<file path="src/rtl/layer_1_result_reader_if.sv">
// Result stream bundle between the layer-1 multiplier, this reader and its consumer.
// The master side belongs to the reader; the slave side to the producer/consumer.
interface layer_1_result_reader_if #(
  parameter int unsigned NUM_OUTPUTS = 20,
  parameter int unsigned DATA_WIDTH  = 16,
  parameter int unsigned IDX_WIDTH   = 5
);
  logic                                done;
  logic [NUM_OUTPUTS*DATA_WIDTH-1:0]   layer_1_outputs;
  logic                                relu_en;
  logic                                out_ready;
  logic                                out_valid;
  logic [DATA_WIDTH-1:0]               out_data;
  logic [IDX_WIDTH-1:0]                out_index;
  logic                                out_last;

  modport master (
    input  done, layer_1_outputs, relu_en, out_ready,
    output out_valid, out_data, out_index, out_last
  );

  modport slave (
    output done, layer_1_outputs, relu_en, out_ready,
    input  out_valid, out_data, out_index, out_last
  );
endinterface

</file>
<file path="src/rtl/layer_1_result_reader.sv">
// Captures one frame of layer-1 accumulator results on done and streams them out
// word by word over a valid/ready handshake, with optional ReLU applied at capture.
module layer_1_result_reader #(
  parameter int unsigned NUM_OUTPUTS = 20,
  parameter int unsigned DATA_WIDTH  = 16,
  parameter int unsigned IDX_WIDTH   = 5
) (
  input  logic                    clk,
  input  logic                    reset,
  layer_1_result_reader_if.master bus,
  input  logic                    clear_overrun,
  output logic                    busy,
  output logic                    overrun,
  output logic [7:0]              frame_count
);

  localparam logic [IDX_WIDTH-1:0] LastIdx = IDX_WIDTH'(NUM_OUTPUTS - 1);

  typedef enum logic {StIdle, StStream} state_e;

  state_e                state_q, state_d;
  logic [IDX_WIDTH-1:0]  idx_q, idx_d;
  logic                  overrun_q, overrun_d;
  logic [7:0]            frame_count_q, frame_count_d;
  logic [DATA_WIDTH-1:0] buf_q   [NUM_OUTPUTS];
  logic [DATA_WIDTH-1:0] cap_data[NUM_OUTPUTS];
  logic                  capture;
  logic                  xfer;
  logic                  at_last;

  always_comb begin
    for (int k = 0; k < NUM_OUTPUTS; k++) begin
      cap_data[k] = (bus.relu_en && bus.layer_1_outputs[k*DATA_WIDTH + DATA_WIDTH - 1]) ?
                    '0 : bus.layer_1_outputs[k*DATA_WIDTH +: DATA_WIDTH];
    end
  end

  assign xfer    = (state_q == StStream) && bus.out_ready;
  assign at_last = (idx_q == LastIdx);

  always_comb begin
    state_d       = state_q;
    idx_d         = idx_q;
    overrun_d     = overrun_q;
    frame_count_d = frame_count_q;
    capture       = 1'b0;

    if (clear_overrun) begin
      overrun_d = 1'b0;
    end

    unique case (state_q)
      StIdle: begin
        if (bus.done) begin
          capture = 1'b1;
          idx_d   = '0;
          state_d = StStream;
        end
      end
      StStream: begin
        if (xfer && at_last) begin
          frame_count_d = frame_count_q + 8'd1;
          // A done landing on the final transfer starts the next frame seamlessly.
          if (bus.done) begin
            capture = 1'b1;
            idx_d   = '0;
          end else begin
            state_d = StIdle;
          end
        end else begin
          if (xfer) begin
            idx_d = idx_q + IDX_WIDTH'(1);
          end
          if (bus.done) begin
            overrun_d = 1'b1;
          end
        end
      end
      default: state_d = StIdle;
    endcase
  end

  always_ff @(posedge clk) begin
    if (reset) begin
      state_q       <= StIdle;
      idx_q         <= '0;
      overrun_q     <= 1'b0;
      frame_count_q <= '0;
    end else begin
      state_q       <= state_d;
      idx_q         <= idx_d;
      overrun_q     <= overrun_d;
      frame_count_q <= frame_count_d;
    end
  end

  always_ff @(posedge clk) begin
    if (reset) begin
      for (int k = 0; k < NUM_OUTPUTS; k++) begin
        buf_q[k] <= '0;
      end
    end else if (capture) begin
      for (int k = 0; k < NUM_OUTPUTS; k++) begin
        buf_q[k] <= cap_data[k];
      end
    end
  end

  // Index is left in place after draining, so data/index naturally hold in idle.
  always_comb begin
    bus.out_valid = (state_q == StStream);
    bus.out_data  = buf_q[idx_q];
    bus.out_index = idx_q;
    bus.out_last  = (state_q == StStream) && at_last;
    busy          = (state_q == StStream);
    overrun       = overrun_q;
    frame_count   = frame_count_q;
  end

endmodule

</file>
<file path="src/flat_wrapper.sv">
// flat-port wrapper written by rule: the top's interface ports become plain ports
module layer_1_result_reader_flat 
#(
  parameter int unsigned NUM_OUTPUTS = 20,
  parameter int unsigned DATA_WIDTH  = 16,
  parameter int unsigned IDX_WIDTH   = 5
)
  (clk, reset, clear_overrun, busy, overrun, frame_count, bus_done, bus_layer_1_outputs, bus_relu_en, bus_out_ready, bus_out_valid, bus_out_data, bus_out_index, bus_out_last);
  layer_1_result_reader_if #(.NUM_OUTPUTS(NUM_OUTPUTS), .DATA_WIDTH(DATA_WIDTH), .IDX_WIDTH(IDX_WIDTH)) bus_i ();
  input  logic clk;
  input  logic reset;
  input  logic clear_overrun;
  output logic busy;
  output logic overrun;
  output logic [7:0] frame_count;
  input wire logic [$bits(bus_i.done)-1:0] bus_done;
  input wire logic [$bits(bus_i.layer_1_outputs)-1:0] bus_layer_1_outputs;
  input wire logic [$bits(bus_i.relu_en)-1:0] bus_relu_en;
  input wire logic [$bits(bus_i.out_ready)-1:0] bus_out_ready;
  output wire logic [$bits(bus_i.out_valid)-1:0] bus_out_valid;
  output wire logic [$bits(bus_i.out_data)-1:0] bus_out_data;
  output wire logic [$bits(bus_i.out_index)-1:0] bus_out_index;
  output wire logic [$bits(bus_i.out_last)-1:0] bus_out_last;
  assign bus_i.done = bus_done;
  assign bus_i.layer_1_outputs = bus_layer_1_outputs;
  assign bus_i.relu_en = bus_relu_en;
  assign bus_i.out_ready = bus_out_ready;
  assign bus_out_valid = bus_i.out_valid;
  assign bus_out_data = bus_i.out_data;
  assign bus_out_index = bus_i.out_index;
  assign bus_out_last = bus_i.out_last;
  layer_1_result_reader #(.NUM_OUTPUTS(NUM_OUTPUTS), .DATA_WIDTH(DATA_WIDTH), .IDX_WIDTH(IDX_WIDTH)) u_core (.clk(clk), .reset(reset), .bus(bus_i), .clear_overrun(clear_overrun), .busy(busy), .overrun(overrun), .frame_count(frame_count));
endmodule
</file>
<file path="config.mk">
export PLATFORM = sky130hd
export DESIGN_NAME = layer_1_result_reader_flat
export DESIGN_NICKNAME = d
export VERILOG_FILES = /design/src/rtl/layer_1_result_reader_if.sv /design/src/rtl/layer_1_result_reader.sv /design/src/flat_wrapper.sv
export SDC_FILE = /design/constraint.sdc
export NUM_CORES = 1
export LEC_CHECK = 0
export ABC_AREA = 1
export ABC_CLOCK_PERIOD_IN_PS = 30100
export CAP_MARGIN = 40
export CORE_UTILIZATION = 47
export DETAILED_ROUTE_END_ITERATION = 6
export GPL_TIMING_DRIVEN = 0
export HOLD_SLACK_MARGIN = 0.15
export PLACE_DENSITY = 0.77
export SLEW_MARGIN = 40
export SYNTH_ARGS = -nofsm -noshare
export SYNTH_HDL_FRONTEND = slang
export SYNTH_SLANG_ARGS = --single-unit
</file>
<file path="constraint.sdc">
create_clock -name clk -period 30.1 [get_ports clk]
set_input_delay 4.515 -clock clk [delete_from_list [all_inputs] [get_ports clk]]
set_output_delay 4.515 -clock clk [all_outputs]
set_load 0.005 [all_outputs]
</file>
; ---- Word level (Yosys, flattened, before mapping)
; Memories as Yosys holds them, arrays and structs flattened. A register that Yosys moved wholly into a read port is not among the register bits.
; Index checks and enable logic that the tools add are counted.
[classes]
magnitude_cmp = 0
shifts = 0
bitwise_logic = 21
div = 0
addsub = 2
n_mux = 60
n_mul = 0
eq_ne = 2
n_reduce_logical = 24
[ops]
columns = op, count
row1 = $mux 16, 40
row2 = $mux 5, 5
row3 = $logic_and 1x1->1, 23
row4 = $or 1x1->1, 20
row5 = $mux 1, 12
row6 = $pmux 5 s2, 1
row7 = $add 8x1->8 const B, 1
row8 = $add 5x1->5 const B, 1
row9 = $eq 5x5->1 const B, 1
row10 = $pmux 1 s2, 2
row11 = $ne 3x3->1 const B, 1
row12 = $reduce_and 2->1, 1
row13 = $not 1->1, 1
[totals]
latch_bits = 0
word_cells = 114
ff_bits = 15
mem_bits_rw = 320
mem_count = 1
output_inout_bits = 33
romBits = 0
inputBits = 326
[mem_list]
columns = name, depth, width, read_ports, rd_ports_with_merged_regs, write_ports, line_no
row1 = u_core.buf_q, 20, 16, 1, 1, 20, layer_1_result_reader.sv:25  ; logic [DATA_WIDTH-1:0] buf_q [NUM_OUTPUTS];

; ---- Depth between registers and ports, before layout
[logic_depth]
ltp_word = 8
ltp_mapped = 12
depth_no_buf = 9

; ---- Worst setup path before layout
; No wires, ideal clock.
[synth_path]
path_kind = input to register
start = input port bus_out_ready
end = memory u_core.buf_q[0][0] (enable)
path_slack_ns = 1.457
path_stages = 6
required_ns = 28.656
arrival_ns = 27.199
n_path_buf = 0
cell_sequence = nand2_1 clkinv_2 nand3_4 nand2_2 inv_2 o21ai_0
[synth_lines]
columns = element, line_no
row1 = from (decl), flat_wrapper.sv:19  ; input wire logic [$bits(bus_i.out_ready)-1:0] bus_out_ready;
row2 = to (decl), layer_1_result_reader.sv:25

==> results.cfg <==
[run_status]
outcome = finished, final reports clean

[timing]
setup_viol = 0
finalHoldViolCount = 0
period_needed_ns = 8.44
slew_headroom = 0.426
setup_tns_ns = 0
clock_skew_ns = 0.0201
rsz0062_at_grt = false
fin_ws_ns = 21.66
fmax_ghz = 0.118
drv_slew = 0
hold_slack_ns = 0.475
fin_crit_sh = 0.280
worstMarginPinSlew_ns = 0.861

[hold_path]
hold_class = reg -> reg

[critical_path]
worst-setup-path-type = reg -> out
cp_max_fo = 10
cpMaxStageDelayCell = clkbuf_1
path_cells = clkbuf_1 -> clkbuf_1 -> buf_2 -> clkbuf_1 -> nor2_1 -> o22ai_1 -> nand2_1 -> nand2_1 -> clkdlybuf4s50_1
max_stage_delay_ns = 0.70
end_kind = primary output
start_kind = register
crit_top_cell = clkbuf_1
worstPathRequired_ns = 25.59
cp.arrival_ns = 3.92

[synth]
ys_seq_elements = 340
synth_warnings = 0
synthesis.instances = 1875
syn-num-nets = 2203
ys_seq_area_frac = 0.578
yosysUniqueCellTypes = 27
syn_area_mm2 = 0.0173
avgSynthCellArea_um2 = 9.23

[floorplan]
die_w_um = 194
rows = 69
core_region_area_mm2 = 0.0359
ioPinCount = 359
die_area_mm2 = 0.0376
die_h_um = 194
start_util = 0.482

[clock_tree]
htreeDepth = 2
post_cts_resize_count = 0
cts_hold_buffers = 0
clk_pin_slew_ns = 0.06
clock-sinks = 340
cts_tree = built
postCtsSetupBuffers = 0
numCtsBuffers = 37
cts_root_buf = clkbuf_16
cts_buffer_depth = 3
clkLatencyLatePin_ns = 0.53

[drt]
vias = 14100
vias_per_cell = 5.06
first_iter_violations = 1276
wl_per_cell_um = 18.3
ant_nets = 0
wirelength_um = 51000
drt_drc_violations_left = 0
first_pass_iters = 5

[power_and_ir_drop]
peakVddDrop_uv = 44.0
p_clk_frac = 0.388
p_int_mw = 0.899
power_leakage_nw = 10.1
p_sw_frac = 0.243
p_per_area_mw_per_mm2 = 51.5
p_comb_frac = 0.138
p_sw_mw = 0.288
seqPwrFrac = 0.473

[run]
cap_viol_max_count = 0

[placed_design]
place.gp.congestion = 0.908
dp_hpwl_um = 39900
placed_cells = 2713
dpl_worst_slack_ns = 22.22
port_buffers = 357
dpl-instance-area_mm2 = 0.0218

[final_layout]
design_area_mm2 = 0.0230
instances_no_fill = 2782
area_delta_synth_final_pct = 33.1
layout-drive-gt1-share = 0.0935
nNetsFinal = 2619

[global_routing]
grt_overflow = 0
grt_max_degree = 22
grt_antenna_before_repair = 1
grt.total_usage = 0.271
grt_pass1_vias = 14200
grt_pass1_wl_um = 77600
[final cells by class]
class | count | area [um^2]
timing repair buffer | 377 | 3920
clock buffer | 45 | 956
sequential | 340 | 10000
buffer | 90 | 533
multi-input combinational | 1097 | 5470
fill | 2866 | 12900
antenna | 1 | 2.50
inverter | 348 | 1310
clock inverter | 23 | 258
tap | 461 | 577
[flip-flops by register name, indices dropped and copies added, names as in the netlist, named ones only]
register	flops
u_core.buf_q	320
u_core.bus.out_index	5
u_core.bus.out_valid	1
u_core.frame_count	8
u_core.overrun	1
[power groups by stage]
stage	registers, mW	logic, mW	clock network, mW
6_report	0.562	0.164	0.461
5_1_grt	0.565	0.177	0.480
4_1_cts	0.562	0.164	0.464
3_5_place_dp	0.572	0.163	0
3_3_place_gp	0.605	0.153	0
2_1_floorplan	0.594	0.0748	0
[logic make-up after synthesis]
kind of cell | count (synthesis) | share of synthesized area
AO/OA/AOI/OAI | 69 | 0.0212
XOR/XNOR | 2 | 0.00101
adder cells (fa/ha/maj) | 2 | 0.00145
buffers and inverters | 438 | 0.106
flip-flops | 340 | 0.578
AND/OR/NAND/NOR | 1024 | 0.292
[cells in the mapped netlist]
library cell,instances,area [um^2]
nor2_4,101,1140
o31ai_1,1,7.51
edfxtp_1,320,9610
o21ai_1,2,10.0
clkbuf_1,57,214
a21oi_1,11,55.1
nor3_1,4,20.0
xor2_1,2,17.5
o21ai_0,39,195
buf_12,11,220
nand3_1,199,996
buf_4,1,7.51
buf_2,10,50.1
nand2_1,442,1660
o22ai_1,16,100
ha_1,2,25.0
nand2_8,10,200
nand3_4,1,17.5
buf_1,11,41.3
clkinv_2,1,5.00
dfxtp_1,20,400
nand4_1,2,12.5
inv_2,5,18.8
nor3_4,1,16.3
inv_1,342,1280
nand2_2,1,6.26
nor2_1,263,987
[worst max-delay path: cells and delay by family (launching register included)]
kind | cells | cell delay (ns)
AOI/OAI and AO/OA | 1 | 0.25
buffers and inverters | 5 | 2.52
DFF | 1 | 0.31
and+or+nand+nor | 3 | 0.32
[per-stage QoR]
stage,power (mW),util
6_report,1.19,0.642
5_1_grt,1.22,0.641
4_1_cts,1.19,0.641
3_5_place_dp,0.734,0.608
3_3_place_gp,0.757,0.598
2_1_floorplan,0.669,-
[layout by cell type, fill, tap and decap left out, types with 5 or more instances in the layout]
| cell type | netlist | layout |
|---|---|---|
| clkbuf_1 | 57 | 65 |
| inv_1 | 342 | 342 |
| buf_12 | 11 | 11 |
| buf_8 | 0 | 16 |
| dfxtp_1 | 20 | 20 |
| nand2_8 | 10 | 10 |
| clkbuf_16 | 0 | 37 |
| o21ai_0 | 39 | 38 |
| buf_2 | 10 | 10 |
| nor2_4 | 101 | 101 |
| inv_2 | 5 | 5 |
| clkdlybuf4s50_1 | 0 | 357 |
| o22ai_1 | 16 | 16 |
| nand3_1 | 199 | 199 |
| nor2_1 | 263 | 263 |
| bufinv_16 | 0 | 5 |
| nand2_1 | 442 | 442 |
| clkinv_1 | 0 | 6 |
| a21oi_1 | 11 | 11 |
| edfxtp_1 | 320 | 320 |
| buf_1 | 11 | 11 |
| clkinv_2 | 1 | 9 |
[final timing paths]
kind | start | endpoint | slack, ns | cells past startpoint
setup / recovery | register | bus_out_data[8] | 21.66 | 9
hold / removal | u_core.overrun | u_core.overrun | 0.48 | 2
hold reg to reg | u_core.overrun | u_core.overrun | 0.48 | 2
setup reg to reg | u_core.bus.out_index[0] | u_core.buf_q[2][10] | 26.87 | 14
[routing by layer]
| layer | vias to the layer above | wire [um] | GRT usage | part of all wire |
|---|---|---|---|---|
| met5 | - | 0 | 0 | 0 |
| met4 | 0 | 1760 | 0.0917 | 0.035 |
| met3 | 111 | 4590 | 0.0426 | 0.090 |
| met2 | 723 | 25000 | 0.468 | 0.49 |
| met1 | 6536 | 19700 | 0.347 | 0.39 |
| li1 | 6708 | - | - | - |
(Power assumes the default switching activity.)
==> RTL change, RTL diff (same flow settings) <==
`NUM_OUTPUTS` is set to 20 in 3 places; all go to 40.
--- a/src/rtl/layer_1_result_reader_if.sv
+++ b/src/rtl/layer_1_result_reader_if.sv
@@ -2,5 +2,5 @@
 // The master side belongs to the reader; the slave side to the producer/consumer.
 interface layer_1_result_reader_if #(
-  parameter int unsigned NUM_OUTPUTS = 20,
+  parameter int unsigned NUM_OUTPUTS = 40,
   parameter int unsigned DATA_WIDTH  = 16,
   parameter int unsigned IDX_WIDTH   = 5
--- a/src/rtl/layer_1_result_reader.sv
+++ b/src/rtl/layer_1_result_reader.sv
@@ -2,5 +2,5 @@
 // word by word over a valid/ready handshake, with optional ReLU applied at capture.
 module layer_1_result_reader #(
-  parameter int unsigned NUM_OUTPUTS = 20,
+  parameter int unsigned NUM_OUTPUTS = 40,
   parameter int unsigned DATA_WIDTH  = 16,
   parameter int unsigned IDX_WIDTH   = 5
--- a/src/flat_wrapper.sv
+++ b/src/flat_wrapper.sv
@@ -2,5 +2,5 @@
 module layer_1_result_reader_flat 
 #(
-  parameter int unsigned NUM_OUTPUTS = 20,
+  parameter int unsigned NUM_OUTPUTS = 40,
   parameter int unsigned DATA_WIDTH  = 16,
   parameter int unsigned IDX_WIDTH   = 5
Interface: changed (resized bus_layer_1_outputs); port bits go from 359 to 679. No check against the original RTL was run, so the function may have changed too.
==> RTL change against the unedited design <==
Sequential cell count rose by 192; setup slack better by 0.28 ns; synthesized cell count increased by 59%; sequential share of layout area up 1.4 points; fmax rose by 3.5%; clock power rose by 44%; synthesized area grew 52%; via count up 60%; power is 52% higher; core utilization is 0.53 points lower; design area is 53% higher; cell count grew 59%; critical path depth grew 3; wire length increased by 80%.
==> RTL change: results <==
metrics = {
    "status": {
        "status": "completed",
    },
    "synthesis": {
        "syn_nets": 3624,
        "synth_edf_count": 512,
        "synth_common_cells": "nand2_1, inv_1, nor2_1",
        "yosysSeqAreaShare_pct": 59.8,
        "ys_top_cells_by_area": "edfxtp_1, nand2_1, inv_1",
        "syn_inst": 2976,
        "yosysUniqueCellTypes": 25,
    },
    "routing": {
        "drtIter0Drc": 2627,
        "num_vias": 22500,
        "viasPerCell": 5.08,
        "wl_per_cell_um": 20.8,
    },
    "place": {
        "io_buffers": 548,
        "place_worst_setup_slack_ns": 21.93,
        "place.gp.congestion": 0.921,
        "dp_hpwl_um": 71000,
        "post-place-cells": 4305,
    },
    "clocking": {
        "clkLatencyLatePin_ns": 0.61,
        "cts_made_buffers": 56,
    },
    "power": {
        "peakVddDrop_mv": 0.0441,
        "internal-power_uw": 1350,
        "p_leak_uw": 0.0159,
    },
    "finish": {
        "largest_register_ffs": 512,
        "drive_above_1_share_pct": 6.17,
    },
    "timing": {
        "finalClockSkew_ns": 0.0128,
        "worst_pin_slew_ns": 0.829,
    },
    "global_routing": {
        "grt_pass1_wl_um": 132000,
        "grt_usage_pct": 32.0,
        "antenna_found_initial": 18,
        "grt_max_degree": 21,
    },
    "worst_setup_path": {
        "reg2reg_from": "u_core.bus.out_index[1]",
        "cp.arrival_ns": 3.64,
    },
}
[RTL change: final cells by class]
| class | count | area [um2] |
|---|---|---|
| repair buffers | 581 | 6080 |
| fillers | 4546 | 20100 |
| well taps | 748 | 936 |
| clock inverters | 39 | 273 |
| clock buffers | 64 | 1450 |
| plain buffers | 156 | 957 |
| multi-input cells | 1755 | 7690 |
| flip-flops and latches | 532 | 15800 |
| diodes | 13 | 32.5 |
| inverters | 533 | 2000 |
[RTL change: layer usage]
metal  global-route usage [%]  share of wire, %  vias up
li1                         -                 -    10600
met1                     41.4                38    10400
met2                     52.7                47     1229
met3                     6.45                10      202
met4                     13.1               3.9       14
met5                        0             0.094        -
[RTL change: stage by stage]
step | cell area (um2) | util [%]
after floorplan | 26400 | -
after global placement | 32800 | 59.3
after detailed placement | 33400 | 60.4
after CTS | 35200 | 63.6
after global routing | 35200 | 63.6
final | 35200 | 63.6
[RTL change: worst paths after layout]
path,end,slack (ns),cells past startpoint
max,bus_out_data[9],21.94,12
min,u_core.overrun,0.49,2
min reg2reg,u_core.overrun,0.49,2
max reg2reg,u_core.buf_q[2][1],26.04,17
[RTL change: power by group through the flow]
stage / Clock [uW] / Combinational, uW / Sequential (uW)
finish: 666 / 252 / 881
global route: 694 / 272 / 885
CTS: 666 / 251 / 881
detailed placement: 0 / 249 / 896
global placement: 0 / 234 / 951
floorplan: 0 / 107 / 932
[RTL change: cell families after synthesis]
| family | after synthesis | synth area share, % |
|---|---|---|
| xor+xnor | 3 | 0.0995 |
| buf+inv | 689 | 11.2 |
| compound gates | 22 | 0.417 |
| simple gates | 1728 | 28.5 |
| fa+ha+maj | 2 | 0.0948 |
| flops | 532 | 59.8 |
[RTL change: worst max-delay path: stages, from the launching register on]
cell and delay [ns]:
dfxtp_1 0.35, buf_2 0.16, buf_2 0.37, clkbuf_1 0.57, nand2_1 0.15, nand3_1 0.12
nand3_1 0.19, nand2_1 0.16, nand2_1 0.06, nand2_1 0.09, nand2_1 0.12, nand2_1 0.11
clkdlybuf4s50_1 0.57
